===== src/rtl/osd_pkg.sv =====
// Shared definitions for the OSD command arbiter: command codes, owner
// encoding and arbiter state type.
package osd_pkg;

  // OSD command opcodes carried in the first (start) byte of a packet
  localparam logic [7:0] OSD_CMD_ENABLE = 8'd1;
  localparam logic [7:0] OSD_CMD_TILE   = 8'd2;

  // Which requester a decision refers to
  typedef enum logic [1:0] {
    OWN_NONE,
    OWN_A,
    OWN_B
  } owner_e;

  // Arbiter states
  typedef enum logic [1:0] {
    S_IDLE,
    S_OWN_A,
    S_OWN_B
  } state_e;

endpackage


===== src/rtl/osd_rr_pick.sv =====
// Two-requester round-robin picker, purely combinational. On a tie the
// requester that did not own the interface last wins.
module osd_rr_pick
  import osd_pkg::*;
(
  input  logic   req_a,
  input  logic   req_b,
  input  owner_e last_owner,
  output owner_e winner
);

  // Single requester wins outright; a tie goes to the one not served last
  always_comb begin
    winner = OWN_NONE;
    if (req_a && req_b) begin
      winner = (last_owner == OWN_A) ? OWN_B : OWN_A;
    end else if (req_a) begin
      winner = OWN_A;
    end else if (req_b) begin
      winner = OWN_B;
    end
  end

endmodule


===== src/rtl/osd_cmd_arbiter.sv =====
// Arbiter sharing one OSD byte-command interface between port A (host)
// and port B (local status source). Packets are atomic: a grant lasts
// until the owner drops req. Output strobes are spaced by STROBE_GAP and
// continuation bytes arriving before a packet's command byte are dropped.
// Optional feature: define OSD_ARB_TIMEOUT_EN to revoke a grant after
// TIMEOUT cycles without an accepted byte.
module osd_cmd_arbiter
  import osd_pkg::*;
#(
  parameter int STROBE_GAP = 1,
  parameter int TIMEOUT    = 65535
) (
  input  logic       clk,
  input  logic       reset,
  input  logic       a_req,
  output logic       a_gnt,
  input  logic       a_strobe,
  input  logic       a_start,
  input  logic [7:0] a_data,
  output logic       a_ready,
  input  logic       b_req,
  output logic       b_gnt,
  input  logic       b_strobe,
  input  logic       b_start,
  input  logic [7:0] b_data,
  output logic       b_ready,
  output logic       data_out_strobe,
  output logic       data_out_start,
  output logic [7:0] data_out,
  output logic       err_pulse,
  output logic       timeout_pulse
);

  if (STROBE_GAP < 1 || STROBE_GAP > 255) begin : g_bad_gap
    $error("STROBE_GAP must be within 1..255");
  end
  if (TIMEOUT < 1 || TIMEOUT > 65535) begin : g_bad_timeout
    $error("TIMEOUT must be within 1..65535");
  end

  localparam logic [7:0] GAP_M1 = 8'(STROBE_GAP - 1);

  state_e     state_q, state_d;
  owner_e     last_owner_q, last_owner_d;
  logic [7:0] pace_cnt_q, pace_cnt_d;
  logic       synced_q, synced_d;
  logic       out_strobe_q, out_strobe_d;
  logic       out_start_q, out_start_d;
  logic [7:0] out_data_q, out_data_d;
  logic       err_q, err_d;

  owner_e     rr_winner;
  logic       pace_zero;
  logic       a_acc, b_acc, acc;
  logic       acc_start;
  logic [7:0] acc_data;

  osd_rr_pick u_pick (
    .req_a      (a_req),
    .req_b      (b_req),
    .last_owner (last_owner_q),
    .winner     (rr_winner)
  );

  assign a_gnt     = (state_q == S_OWN_A);
  assign b_gnt     = (state_q == S_OWN_B);
  assign pace_zero = (pace_cnt_q == 8'd0);
  // Only the current owner, still requesting and past the pacing gap, is ready
  assign a_ready   = a_gnt && a_req && pace_zero;
  assign b_ready   = b_gnt && b_req && pace_zero;
  assign a_acc     = a_strobe && a_ready;
  assign b_acc     = b_strobe && b_ready;
  assign acc       = a_acc || b_acc;
  assign acc_start = a_acc ? a_start : b_start;
  assign acc_data  = a_acc ? a_data : b_data;

  assign data_out_strobe = out_strobe_q;
  assign data_out_start  = out_start_q;
  assign data_out        = out_data_q;
  assign err_pulse       = err_q;

`ifdef OSD_ARB_TIMEOUT_EN
  localparam int IDLE_W = $clog2(TIMEOUT + 1);
  localparam logic [IDLE_W-1:0] IDLE_LAST = IDLE_W'(TIMEOUT - 1);

  logic [IDLE_W-1:0] idle_cnt_q, idle_cnt_d;
  logic              to_pulse_q, to_pulse_d;
  owner_e            cur_owner;

  assign cur_owner     = (state_q == S_OWN_A) ? OWN_A : OWN_B;
  assign timeout_pulse = to_pulse_q;
`else
  assign timeout_pulse = 1'b0;
`endif

  // Next-state: arbitration, release, byte forwarding and pacing
  always_comb begin
    state_d      = state_q;
    last_owner_d = last_owner_q;
    pace_cnt_d   = pace_zero ? 8'd0 : pace_cnt_q - 8'd1;
    synced_d     = synced_q;
    out_strobe_d = 1'b0;
    out_start_d  = out_start_q;
    out_data_d   = out_data_q;
    err_d        = 1'b0;
`ifdef OSD_ARB_TIMEOUT_EN
    idle_cnt_d   = '0;
    to_pulse_d   = 1'b0;
`endif

    case (state_q)
      S_IDLE: begin
        if (rr_winner == OWN_A) begin
          state_d = S_OWN_A;
        end else if (rr_winner == OWN_B) begin
          state_d = S_OWN_B;
        end
      end
      S_OWN_A: begin
        if (!a_req) begin
          state_d      = S_IDLE;
          last_owner_d = OWN_A;
        end
      end
      S_OWN_B: begin
        if (!b_req) begin
          state_d      = S_IDLE;
          last_owner_d = OWN_B;
        end
      end
      default: state_d = S_IDLE;
    endcase

    // A byte before the command byte of the packet is dropped and flagged
    if (acc) begin
      if (!synced_q && !acc_start) begin
        err_d = 1'b1;
      end else begin
        out_strobe_d = 1'b1;
        out_start_d  = acc_start;
        out_data_d   = acc_data;
        synced_d     = 1'b1;
        pace_cnt_d   = GAP_M1;
      end
    end

`ifdef OSD_ARB_TIMEOUT_EN
    // Revoke a grant whose owner has gone quiet; an accept restarts the count
    if (state_q != S_IDLE && state_d != S_IDLE && !acc) begin
      if (idle_cnt_q == IDLE_LAST) begin
        state_d      = S_IDLE;
        last_owner_d = cur_owner;
        to_pulse_d   = 1'b1;
      end else begin
        idle_cnt_d = idle_cnt_q + 1'b1;
      end
    end
`endif

    // Packet context never survives a change of owner
    if (state_q == S_IDLE || state_d == S_IDLE) begin
      synced_d = 1'b0;
    end
  end

  // State and output registers
  always_ff @(posedge clk) begin
    if (reset) begin
      state_q      <= S_IDLE;
      last_owner_q <= OWN_B;
      pace_cnt_q   <= 8'd0;
      synced_q     <= 1'b0;
      out_strobe_q <= 1'b0;
      out_start_q  <= 1'b0;
      out_data_q   <= 8'd0;
      err_q        <= 1'b0;
    end else begin
      state_q      <= state_d;
      last_owner_q <= last_owner_d;
      pace_cnt_q   <= pace_cnt_d;
      synced_q     <= synced_d;
      out_strobe_q <= out_strobe_d;
      out_start_q  <= out_start_d;
      out_data_q   <= out_data_d;
      err_q        <= err_d;
    end
  end

`ifdef OSD_ARB_TIMEOUT_EN
  // Idle counter and revoke pulse
  always_ff @(posedge clk) begin
    if (reset) begin
      idle_cnt_q <= '0;
      to_pulse_q <= 1'b0;
    end else begin
      idle_cnt_q <= idle_cnt_d;
      to_pulse_q <= to_pulse_d;
    end
  end
`endif

endmodule

===== config.mk =====
export PLATFORM = sky130hd
export DESIGN_NAME = osd_cmd_arbiter
export DESIGN_NICKNAME = d
export VERILOG_FILES = /design/src/rtl/osd_pkg.sv /design/src/rtl/osd_rr_pick.sv /design/src/rtl/osd_cmd_arbiter.sv
export SDC_FILE = /design/constraint.sdc
export NUM_CORES = 1
export LEC_CHECK = 0
export CAP_MARGIN = 20
export CORE_AREA = 4 4 57 59
export DETAILED_ROUTE_END_ITERATION = 10
export DIE_AREA = 0 0 61 63
export PLACE_DENSITY_LB_ADDON = 0.05
export SYNTH_ARGS = -nofsm -noshare
export SYNTH_HDL_FRONTEND = slang
export SYNTH_SLANG_ARGS = --single-unit

===== constraint.sdc =====
create_clock -name clk -period 2.35 [get_ports clk]
set_clock_uncertainty 0.2 [all_clocks]
set_input_delay 0.47 -clock clk [delete_from_list [all_inputs] [get_ports clk]]
set_output_delay 0.47 -clock clk [all_outputs]
set_load 0.05 [all_outputs]

Word-level counts from Yosys, hierarchy flattened
Cells that the tools add are included.

cells by class
  muxes and demuxes = 19
  bitwise operators = 2
  add/sub/neg operators = 1
  equality and inequality tests = 7
  reduce and logical (&&, ||, !) cells = 20

operator list
  kind                 count
  $mux 8               4
  $mux 2               10
  $logic_and 1x1->1    8
  $logic_not 8->1      1
  $sub 8x1->8 const B  1
  $eq 2x1->1 const B   3
  $pmux 2 s3           1
  $eq 2x2->1 const B   2
  $logic_not 2->1      2
  $ne 2x2->1 const B   2
  $pmux 2 s2           1
  $reduce_or 2->1      2
  $mux 1               3
  $reduce_and 3->1     1
  $logic_not 1->1      2
  $logic_or 1x1->1     2
  $not 1->1            2
  $reduce_and 2->1     1
  $reduce_bool 2->1    1

storage, ports and cells
  bits of input ports = 24
  register bits = 24
  output and inout bits = 16
  word-level logic and storage cells = 57

Logic depth before layout (Yosys ltp)
Gate-level depths: netlist (run 1).

  word-level depth = 10
  mapped depth = 8
  mapped depth without buffers = 6

By module
Synthesis (run 1) repeated with hierarchy kept, for this count alone.

second synthesis, totals
  cells, all modules = 136
  area, all modules = 1237.4 µm²

modules (own cells, without submodules)
  module           seq. area each (µm²)  cells an instance  times used  area each (µm²)
  osd_cmd_arbiter  480.5                 132                1           1207.4
  osd_rr_pick      0.0                   4                  1           30.0

Worst setup path after synthesis (run 1)
No wires, ideal clock.

  kind = register to output
  start point = reg state_q[0]
  end point = out b_ready
  data required time = 1.680 ns
  cell stages (with the launch flop) = 5
  slack = -0.320 ns
  arrival time = 2.000 ns
  path buffers = 1
  cell sequence = dfxtp_1 -> buf_2 -> nor2_1 -> nand2_1 -> nor2_1

on the way
  word-level cells in the longest chain between the ends = 3

ends and longest elaborated chain
  item                             line                    source
  from (decl)                      osd_cmd_arbiter.sv:43   state_e state_q, state_d;
  from (signal assigned)           osd_cmd_arbiter.sv:178  state_q <= state_d;
  $eq 2x2->1                       osd_cmd_arbiter.sv:66   assign b_gnt = (state_q == S_OWN_B);
  via b_gnt                        osd_cmd_arbiter.sv:22   output logic b_gnt,
  $logic_and 1x1->1 (2 in series)  osd_cmd_arbiter.sv:70   assign b_ready = b_gnt && b_req && pace_zero;
  to (decl)                        osd_cmd_arbiter.sv:26   output logic b_ready,

The timed path passes the listed nets, and every way through them passes these cells.

Worst setup path after layout (run 1)
  start point = reg pace_cnt_q[0]
  end point = out b_ready

on the way
  word-level cells in the longest chain between the ends = 2

ends and longest elaborated chain
  item                    line                    source
  from (decl)             osd_cmd_arbiter.sv:45   logic [7:0] pace_cnt_q, pace_cnt_d;
  from (signal assigned)  osd_cmd_arbiter.sv:180  pace_cnt_q <= pace_cnt_d;
  $logic_not 8->1         osd_cmd_arbiter.sv:67   assign pace_zero = (pace_cnt_q == 8'd0);
  $logic_and 1x1->1       osd_cmd_arbiter.sv:70

No other way between the ends.

==> results.py, run 1 <==
metrics = {
    "status": {
        "outcome": "finished, final reports clean",
    },
    "detailed_routing": {
        "topRoutingLayerUsed": "met4",
        "drt_iter0_markers": 41,
        "met1_length_mm": 1.19,
        "vias": 1030,
        "wire_per_inst_um": 13.3,
        "antenna_left": 0,
        "wl_met2_mm": 1.21,
        "drtPass1Iterations": 4,
        "wl_met3_um": 147,
        "wl_mm": 2.59,
        "drc": 0,
        "routed_via_density": 5.28,
    },
    "setup_path": {
        "cp-start-kind": "flop",
        "crit_required_ns": 1.68,
        "r2r_cells": 7,
        "crit_buf_inv": 2,
        "cpLargestDelayFamily": "simple AND/OR/NAND/NOR gates",
        "cp_max_fo": 5,
        "cp.arrival_ns": 1.54,
        "worstSetupPathDepth": 6,
        "worst_path_max_delay_cell": "dfxtp_1",
        "r2r_setup_slack_ns": 0.53,
        "cp-end-kind": "output pin",
        "path_class": "reg -> out",
        "path_cells": "inv_1 > ha_1 > nor3b_2 > nand2_2 > nor2_2 > buf_12",
        "max_stage_delay_ns": 0.37,
    },
    "pwr": {
        "comb_power_share_pct": 18.9,
        "power.static_leakage_nw": 0.708,
        "pwr-share-seq_pct": 57.7,
        "powerDensity_nw_per_um2": 445,
        "power_mw": 0.736,
        "peakVddDrop_mv": 0.252,
        "switchingPower_mw": 0.188,
        "pwr-share-clk_pct": 23.4,
        "switching_share_pct": 25.6,
        "p_int_mw": 0.548,
    },
    "timing": {
        "slew_viol_final": 0,
        "hold_viol": 0,
        "tns_ns": 0,
        "worst_slew_pin_slew_ns": 0.505,
        "slew_headroom_pct": 66.2,
        "fin_crit_sh_pct": 94.1,
        "rsz0062_at_grt": "no",
        "max_freq_ghz": 0.452,
        "period_needed_ns": 2.21,
        "setup_viol": 0,
    },
    "min_path": {
        "hold_path.class": "reg -> reg",
        "whs_path_depth": 2,
    },
    "final_layout": {
        "finalInstanceArea_um2": 1660,
        "drive_gt1_share_pct": 14.0,
        "final_nets": 192,
        "syn_to_final_growth_pct": 39.3,
        "antenna_cells": 0,
    },
    "floorplan": {
        "rows": 19,
        "start_util_pct": 43.9,
        "io_pins": 40,
        "core_area_um2": 2710,
        "die_w_um": 61,
        "dieArea_um2": 3840,
        "die_h_um": 63,
    },
    "job": {
        "cap_violations": 0,
    },
    "global_routing": {
        "grtUsageTotal_pct": 14.7,
        "grt_pass1_vias": 1004,
        "grt-ovfl-total": 0,
        "grt_max_degree": 19,
        "grt_pass1_wl_mm": 4.42,
        "antenna_found_initial": 0,
    },
    "place": {
        "dpl.hpwl_mm": 2.01,
        "io_buffers": 38,
        "dpl_cell_area_um2": 1620,
        "place_congestion": 0.780,
    },
    "synth": {
        "syn_inst": 125,
        "yosys.area.top_type": "dfxtp_1",
        "synth.avg_cell_area_um2": 9.51,
        "synth_seq_cells": 24,
        "synth.top_cell.area_share_pct": 40.4,
        "netlist_area_um2": 1190,
        "yosysSeqAreaShare_pct": 40.4,
        "ys_types": 36,
        "syn_nets": 151,
        "synth.area.top_cells": "dfxtp_1, mux2i_1, a311oi_1",
        "ys_warn_count": 0,
    },
    "clock_network": {
        "clk_latency_ns": 0.30,
        "cts_buffers": 3,
        "clk_pin_slew_ns": 0.12,
        "tritoncts": "yes",
        "clockBufferDepth": 2,
        "clockRootBuffer": "clkbuf_4",
        "cts_hold_buf": 0,
        "clkSinkCount": 24,
        "htreeDepth": 1,
    },
}
## area by class of cell
cell class	count	area (um^2)
sequential	24	480
timing repair buffer	44	453
clock buffer	3	22.5
multi-input combinational	87	638
fill	246	1050
inverter	6	22.5
tap	31	38.8
## worst register-to-register path, delay by kind of cell (launching register included)
family,cells,cell delay (ns)
flip-flops,1,0.37
AND/OR/NAND/NOR,3,0.48
AO/OA/AOI/OAI,1,0.23
buffers and inverters,2,0.32
adder cells (fa/ha/maj),1,0.14
## placed cells by master (no fill, tap or decap), types with 3 or more instances in the layout
cell | synthesis | routed
a21oi_1 | 10 | 10
dfxtp_1 | 24 | 24
a311oi_1 | 7 | 7
xor2_1 | 3 | 3
o21ai_0 | 6 | 6
nor2_1 | 15 | 12
inv_1 | 6 | 6
clkbuf_4 | 0 | 3
buf_4 | 2 | 7
nor2_2 | 0 | 3
mux2i_1 | 8 | 8
nand2_1 | 7 | 6
buf_12 | 0 | 3
xnor2_1 | 3 | 3
clkdlybuf4s50_1 | 0 | 34
## power by group through the flow
stage | Sequential (mW) | Combinational, mW | Clock [mW]
3_3_place_gp | 0.434 | 0.138 | 0
2_1_floorplan | 0.447 | 0.0580 | 0
6_report | 0.425 | 0.139 | 0.172
4_1_cts | 0.425 | 0.140 | 0.181
3_5_place_dp | 0.434 | 0.140 | 0
5_1_grt | 0.427 | 0.148 | 0.208
## path summary, 6_finish.rpt
path                        from        endpoint
setup reg to reg   pace_cnt_q[0]        synced_q
setup / recovery   pace_cnt_q[0]         b_ready
hold / removal    data_out_start  data_out_start
hold reg to reg   data_out_start  data_out_start
## flip-flops by register name, indices dropped and copies added, names as in the netlist
name and count:
data_out 8, data_out_start 1, data_out_strobe 1, err_pulse 1, last_owner_q 2, pace_cnt_q 8
state_q 2, synced_q 1
## cells in the mapped netlist
cell       instances
inv_1              6
nand2_1            7
dfxtp_1           24
nand2b_1           2
o22a_1             1
a2111oi_0          1
a311oi_1           7
nand4b_1           1
o22ai_4            1
a21oi_2            1
xnor2_1            3
nor2b_1            2
nand4b_4           1
clkbuf_1           1
ha_1               2
nor4b_1            1
nor4_4             1
and2_1             2
nor2_1            15
o21ai_0            6
xor2_1             3
nor3b_1            1
and3_1             1
nor4_1             1
nor3_1             2
and4b_1            2
buf_2              2
buf_6              3
a221oi_1           1
mux2i_1            8
a22oi_1            1
a311oi_2           1
a21oi_1           10
conb_1             1
o311a_1            1
buf_4              2
## metrics by stage
stage               utilization, %  setup WS [ns]  instances  hold slack, ns
floorplan                        -          0.134        125           0.239
global placement              59.9          0.118        192           0.271
detailed placement            59.9          0.124        192           0.283
CTS                           60.8         0.0167        195           0.307
global route                  61.1         0.0105        195           0.336
finish                        61.1          0.138        195           0.296
## routing by layer
metal  vias to the layer above  GRT usage, %
met5                         -             0
met4                         0          4.88
met3                         5          2.89
met2                        33          23.3
met1                       468          19.5
li1                        524             -
## cells by family after synthesis
| kind of cell | synth area share, % |
|---|---|
| AO/OA/AOI/OAI | 19.3 |
| flip-flops | 40.4 |
| AND/OR/NAND/NOR | 19.6 |
| buffers and inverters | 7.16 |
| other | 0.315 |
| multiplexers | 6.74 |
| XOR/XNOR | 4.42 |
| adder cells (fa/ha/maj) | 2.10 |
## repair_timing
item                       4_1_cts  5_1_grt
hold endpoints to repair         0        0
pin swaps                        0        2
buffers inserted                 0        0
gates cloned                     0        0
gates resized for setup          1        2
setup endpoints to repair        1        2
Power figures use the tool's default switching activity.
==> run 2: changes to the inputs <==
--- a/config.mk
+++ b/config.mk
@@ -6,9 +6,10 @@
 export NUM_CORES = 1
 export LEC_CHECK = 0
 export CAP_MARGIN = 20
-export CORE_AREA = 4 4 57 59
+export CORE_AREA = 4 4 50 52
 export DETAILED_ROUTE_END_ITERATION = 10
-export DIE_AREA = 0 0 61 63
+export DIE_AREA = 0 0 54 56
+export DONT_BUFFER_PORTS = 1
 export PLACE_DENSITY_LB_ADDON = 0.05
 export SYNTH_ARGS = -nofsm -noshare
 export SYNTH_HDL_FRONTEND = slang
==> results.py, run 2 (synthesis gave the netlist of run 1 again) <==
metrics = {
    "setup_path": {
        "cp_max_fo": 5,
        "r2r_setup_slack_ns": 0.36,
        "max_stage_delay_ns": 0.37,
        "r2r_cells": 6,
        "path_cells": "inv_1 > ha_1 > nor3b_2 > nand2_2 > nor2_2 > buf_12",
        "rr_startpoint": "pace_cnt_q[0]",
        "crit_required_ns": 1.68,
        "cp.arrival_ns": 1.57,
        "worst_path_max_delay_cell": "dfxtp_1",
        "cpLargestDelayFamily": "simple AND/OR/NAND/NOR gates",
        "cp-start-kind": "flop",
        "r2r-end": "synced_q",
        "path_class": "reg -> out",
        "crit_buf_inv": 2,
        "cp-end-kind": "output pin",
    },
    "min_path": {
        "whs_path_depth": 1,
        "hp-start": "reset",
        "hold-path-endpoint": "err_pulse",
        "hold_path.class": "in -> reg",
    },
    "final_layout": {
        "final_common_cell": "dfxtp_1",
        "final_cell_count_no_fill": 157,
        "n_fill_cell": 186,
        "regArea_um2": 480,
        "syn_to_final_growth_pct": 10.2,
        "post-route-util_pct": 62.2,
        "antenna_cells": 0,
        "finalInstanceArea_um2": 1310,
        "final_nets": 156,
        "final_cell_mix": "dfxtp_1, nor2_1, a21oi_1",
        "multiInputGateArea_um2": 638,
        "drive_gt1_share_pct": 15.5,
    },
    "place": {
        "dpl.hpwl_mm": 1.73,
        "dpl_cell_area_um2": 1220,
        "place_congestion": 0.666,
        "place_ws_ns": 0.369,
        "dp.cells": 151,
        "io_buffers": 0,
    },
    "detailed_routing": {
        "vias": 891,
        "drtPass1Iterations": 4,
        "antenna_left": 0,
        "drt_iter0_markers": 22,
        "routed_via_density": 5.68,
        "wl_mm": 2.37,
        "drc": 0,
        "wire_per_inst_um": 15.1,
    },
    "pwr": {
        "power_mw": 0.809,
        "powerDensity_nw_per_um2": 618,
        "peakVddDrop_mv": 0.417,
        "power.static_leakage_nw": 0.580,
    },
    "clock_network": {
        "clkSinkCount": 24,
        "cts_buffers": 3,
        "clockRootBuffer": "clkbuf_4",
        "post-cts-setup-buffers": 0,
        "tritoncts": "yes",
        "clk_latency_ns": 0.32,
        "clockBufferDepth": 2,
        "clk_pin_slew_ns": 0.13,
        "htreeDepth": 1,
    },
    "timing": {
        "slew_viol_final": 0,
        "rsz0062_at_grt": "yes",
        "hold_viol": 0,
        "fin_crit_sh_pct": 95.4,
        "setup_viol": 0,
        "tns_ns": 0,
        "holdWs_ns": 0.0176,
        "period_needed_ns": 2.24,
        "fin_ws_ns": 0.108,
        "max_freq_ghz": 0.446,
        "worst_slew_pin_slew_ns": 0.567,
        "slew_headroom_pct": 62.2,
    },
    "global_routing": {
        "grtUsageTotal_pct": 16.5,
        "antenna_found_initial": 0,
        "grt-ovfl-total": 0,
        "grt_pass1_vias": 877,
        "grt_max_degree": 18,
        "grt_pass1_wl_mm": 3.79,
    },
    "floorplan": {
        "io_pins": 40,
        "rows": 17,
        "core_area_um2": 2110,
        "die_h_um": 56,
        "dieArea_um2": 3020,
        "die_w_um": 54,
        "start_util_pct": 56.4,
    },
    "job": {
        "cap_violations": 0,
    },
    "status": {
        "outcome": "finished, final reports clean",
    },
}
## run 2: layout make-up
cell class / count / area share [%]
Tap cell: 28 / 2.67
Sequential cell: 24 / 36.7
Clock buffer: 3 / 1.72
Clock inverter: 1 / 2.29
Inverter: 6 / 1.72
Timing Repair Buffer: 8 / 6.21
Multi-Input combinational cell: 87 / 48.7
## run 2: worst max-delay path by stage
stage	start	end	slack, ns	cells after the start
final	pace_cnt_q[0]	b_ready	0.11	6
after global placement	pace_cnt_q[0]	a_ready	0.43	6
after global routing	pace_cnt_q[0]	b_ready	0.004	6
after floorplan	pace_cnt_q[0]	a_ready	0.13	5
after detailed placement	pace_cnt_q[0]	synced_q	0.37	6
after CTS	pace_cnt_q[0]	a_ready	0.01	6
## run 2: worst reg2reg max path: stages (launching register included)
cell      delay, ns
dfxtp_1        0.37
inv_1          0.09
ha_1           0.14
nor3b_2        0.20
and2_1         0.52
nand2b_1       0.15
a221oi_1       0.24
## run 2: routing by layer
| metal | up-vias | global-route usage (%) | routed length, um |
|---|---|---|---|
| met5 | - | 0 | 0 |
| met4 | 0 | 7.47 | 48 |
| met3 | 5 | 4.02 | 148 |
| met2 | 22 | 26.0 | 1170 |
| met1 | 408 | 20.7 | 1010 |
| li1 | 456 | - | - |
## run 2: what timing repair did
action / in CTS / in global routing
hold buffers: 1 / 1
gates resized for setup: 0 / 4
hold endpoints to repair: 10 / 2
endpoints found under the setup margin: 0 / 2
## run 2: report_power, final
group          total (mW)  internal, mW  switching (mW)
sequential          0.443         0.416          0.0270
clock               0.301         0.173           0.129
combinational      0.0651        0.0275          0.0376
total               0.809         0.616           0.193
==> run 3: changes to the inputs <==
--- a/config.mk
+++ b/config.mk
@@ -6,9 +6,9 @@
 export NUM_CORES = 1
 export LEC_CHECK = 0
 export CAP_MARGIN = 20
-export CORE_AREA = 4 4 50 52
+export CORE_AREA = 4 4 43 60
 export DETAILED_ROUTE_END_ITERATION = 10
-export DIE_AREA = 0 0 54 56
+export DIE_AREA = 0 0 47 64
 export DONT_BUFFER_PORTS = 1
 export PLACE_DENSITY_LB_ADDON = 0.05
 export SYNTH_ARGS = -nofsm -noshare
==> results.py, run 3 (synthesis gave the netlist of run 1 again) <==
metrics = {
    "status": {
        "outcome": "finished, final reports clean",
    },
    "pwr": {
        "switching_share_pct": 24.1,
        "pwr-share-seq_pct": 54.6,
        "p_int_mw": 0.615,
        "comb_power_share_pct": 7.9,
        "power.static_leakage_nw": 0.581,
        "switchingPower_mw": 0.195,
        "power_mw": 0.810,
        "powerDensity_nw_per_um2": 623,
        "pwr-share-clk_pct": 37.5,
        "peakVddDrop_mv": 0.363,
    },
    "timing": {
        "tns_ns": 0,
        "slew_viol_final": 0,
        "max_freq_ghz": 0.442,
        "fin_ws_ns": 0.0894,
        "setup_viol": 0,
        "period_needed_ns": 2.26,
        "slew_headroom_pct": 64.8,
        "rsz0062_at_grt": "no",
        "fin_crit_sh_pct": 96.2,
        "hold_viol": 0,
        "worst_slew_pin_slew_ns": 0.528,
    },
    "setup_path": {
        "cp_max_fo": 5,
        "cp.arrival_ns": 1.59,
        "r2r_cells": 4,
        "crit_required_ns": 1.68,
        "cp-end-kind": "output pin",
        "cp-start-kind": "flop",
        "rr_startpoint": "state_q[0]",
        "r2r_setup_slack_ns": 0.34,
        "r2r-end": "data_out[3]",
        "path_class": "reg -> out",
    },
    "detailed_routing": {
        "antenna_left": 0,
        "wl_mm": 2.31,
        "routed_via_density": 5.89,
        "drtPass1Iterations": 3,
        "drt_iter0_markers": 15,
        "vias": 884,
        "drc": 0,
        "wire_per_inst_um": 15.4,
    },
    "floorplan": {
        "dieArea_um2": 3010,
        "die_h_um": 64,
        "rows": 20,
        "start_util_pct": 56.5,
        "core_area_um2": 2100,
        "die_w_um": 47,
        "io_pins": 40,
    },
    "final_layout": {
        "syn_to_final_growth_pct": 9.47,
        "multiInputGateArea_um2": 642,
        "n_fill_cell": 198,
        "final_cell_mix": "dfxtp_1, nor2_1, a21oi_1",
        "antenna_cells": 0,
        "final_nets": 155,
        "regArea_um2": 483,
        "final_common_cell": "dfxtp_1",
        "post-route-util_pct": 61.9,
        "drive_gt1_share_pct": 15.6,
    },
    "min_path": {
        "whs_path_depth": 1,
        "hold-path-endpoint": "state_q[1]",
        "hp-start": "reset",
        "hold_path.class": "in -> reg",
    },
    "clock_network": {
        "htreeDepth": 1,
        "clkSinkCount": 24,
        "clk_pin_slew_ns": 0.14,
        "tritoncts": "yes",
        "cts_buffers": 3,
        "clockRootBuffer": "clkbuf_4",
        "clk_latency_ns": 0.32,
        "clockBufferDepth": 2,
    },
    "global_routing": {
        "grt-ovfl-total": 0,
        "grt_pass1_wl_mm": 3.74,
        "grtUsageTotal_pct": 16.7,
        "grt_max_degree": 19,
        "grt_pass1_vias": 869,
        "antenna_found_initial": 0,
    },
    "place": {
        "io_buffers": 0,
        "place_congestion": 0.735,
        "place_ws_ns": 0.309,
        "dpl.hpwl_mm": 1.75,
    },
    "job": {
        "cap_violations": 0,
    },
}
run 3: cell types whose count changed in the layout (fill, tap and decap cells not counted):
cell     previous run  this run
nor3b_4             0         1
nor3b_2             1         0
nor2_1             12        13
dfxtp_2             0         2
buf_4               4         3
nor2_2              3         2
dfxtp_1            24        22
run 3: final cells by class:
type | count | share of cell area [%]
Inverter | 6 | 1.73
Tap cell | 22 | 2.12
Multi-Input combinational cell | 87 | 49.3
Timing Repair Buffer | 7 | 5.67
Clock inverter | 1 | 2.31
Clock buffer | 3 | 1.73
Sequential cell | 24 | 37.1
run 3: worst max path at each step:
stage,start,end,slack [ns],cells after the start
floorplan,pace_cnt_q[0],a_ready,0.13,5
global placement,pace_cnt_q[0],a_ready,0.40,6
detailed placement,pace_cnt_q[0],a_ready,0.31,6
CTS,pace_cnt_q[0],a_ready,0.03,6
global route,pace_cnt_q[0],a_ready,0.0009,6
finish,pace_cnt_q[0],a_ready,0.09,6
run 3: what timing repair did:
item | 4_1_cts | 5_1_grt
buffers inserted | 0 | 0
pin swaps | 0 | 1
hold endpoints to repair | 10 | 2
resized for setup | 1 | 5
setup endpoints to repair | 2 | 2
hold buffers | 1 | 1
run 3: per-stage QoR:
| step | hold slack, ns | cell area, um^2 | cells |
|---|---|---|---|
| 2_1_floorplan | 0.239 | 1190 | 125 |
| 3_3_place_gp | 0.263 | 1210 | 144 |
| 3_5_place_dp | 0.282 | 1210 | 144 |
| 4_1_cts | 0.00389 | 1280 | 149 |
| 5_1_grt | 0.00563 | 1300 | 150 |
| 6_report | 0.0215 | 1300 | 150 |
run 3: power by group through the flow:
| stage | sequential (mW) | combinational, mW | clock, mW |
|---|---|---|---|
| after floorplan | 0.447 | 0.0580 | 0 |
| after global placement | 0.451 | 0.0573 | 0 |
| after detailed placement | 0.452 | 0.0584 | 0 |
| after CTS | 0.443 | 0.0626 | 0.309 |
| after global routing | 0.445 | 0.0698 | 0.327 |
| final | 0.443 | 0.0643 | 0.304 |
run 3: worst max-delay path, stage by stage, from the launching register on:
cell	delay (ns)
dfxtp_2	0.37
inv_1	0.08
ha_1	0.17
nor3b_4	0.21
nand2_2	0.11
nor2_1	0.16
buf_6	0.17
run 3: per-layer routing:
| layer | vias to the layer above | global-route usage, % | part of all wire (%) |
|---|---|---|---|
| met5 | - | 0 | 0 |
| met4 | 0 | 6.23 | 1.3 |
| met3 | 4 | 5.92 | 7.5 |
| met2 | 22 | 28.4 | 53 |
| met1 | 407 | 18.1 | 38 |
| li1 | 451 | - | - |
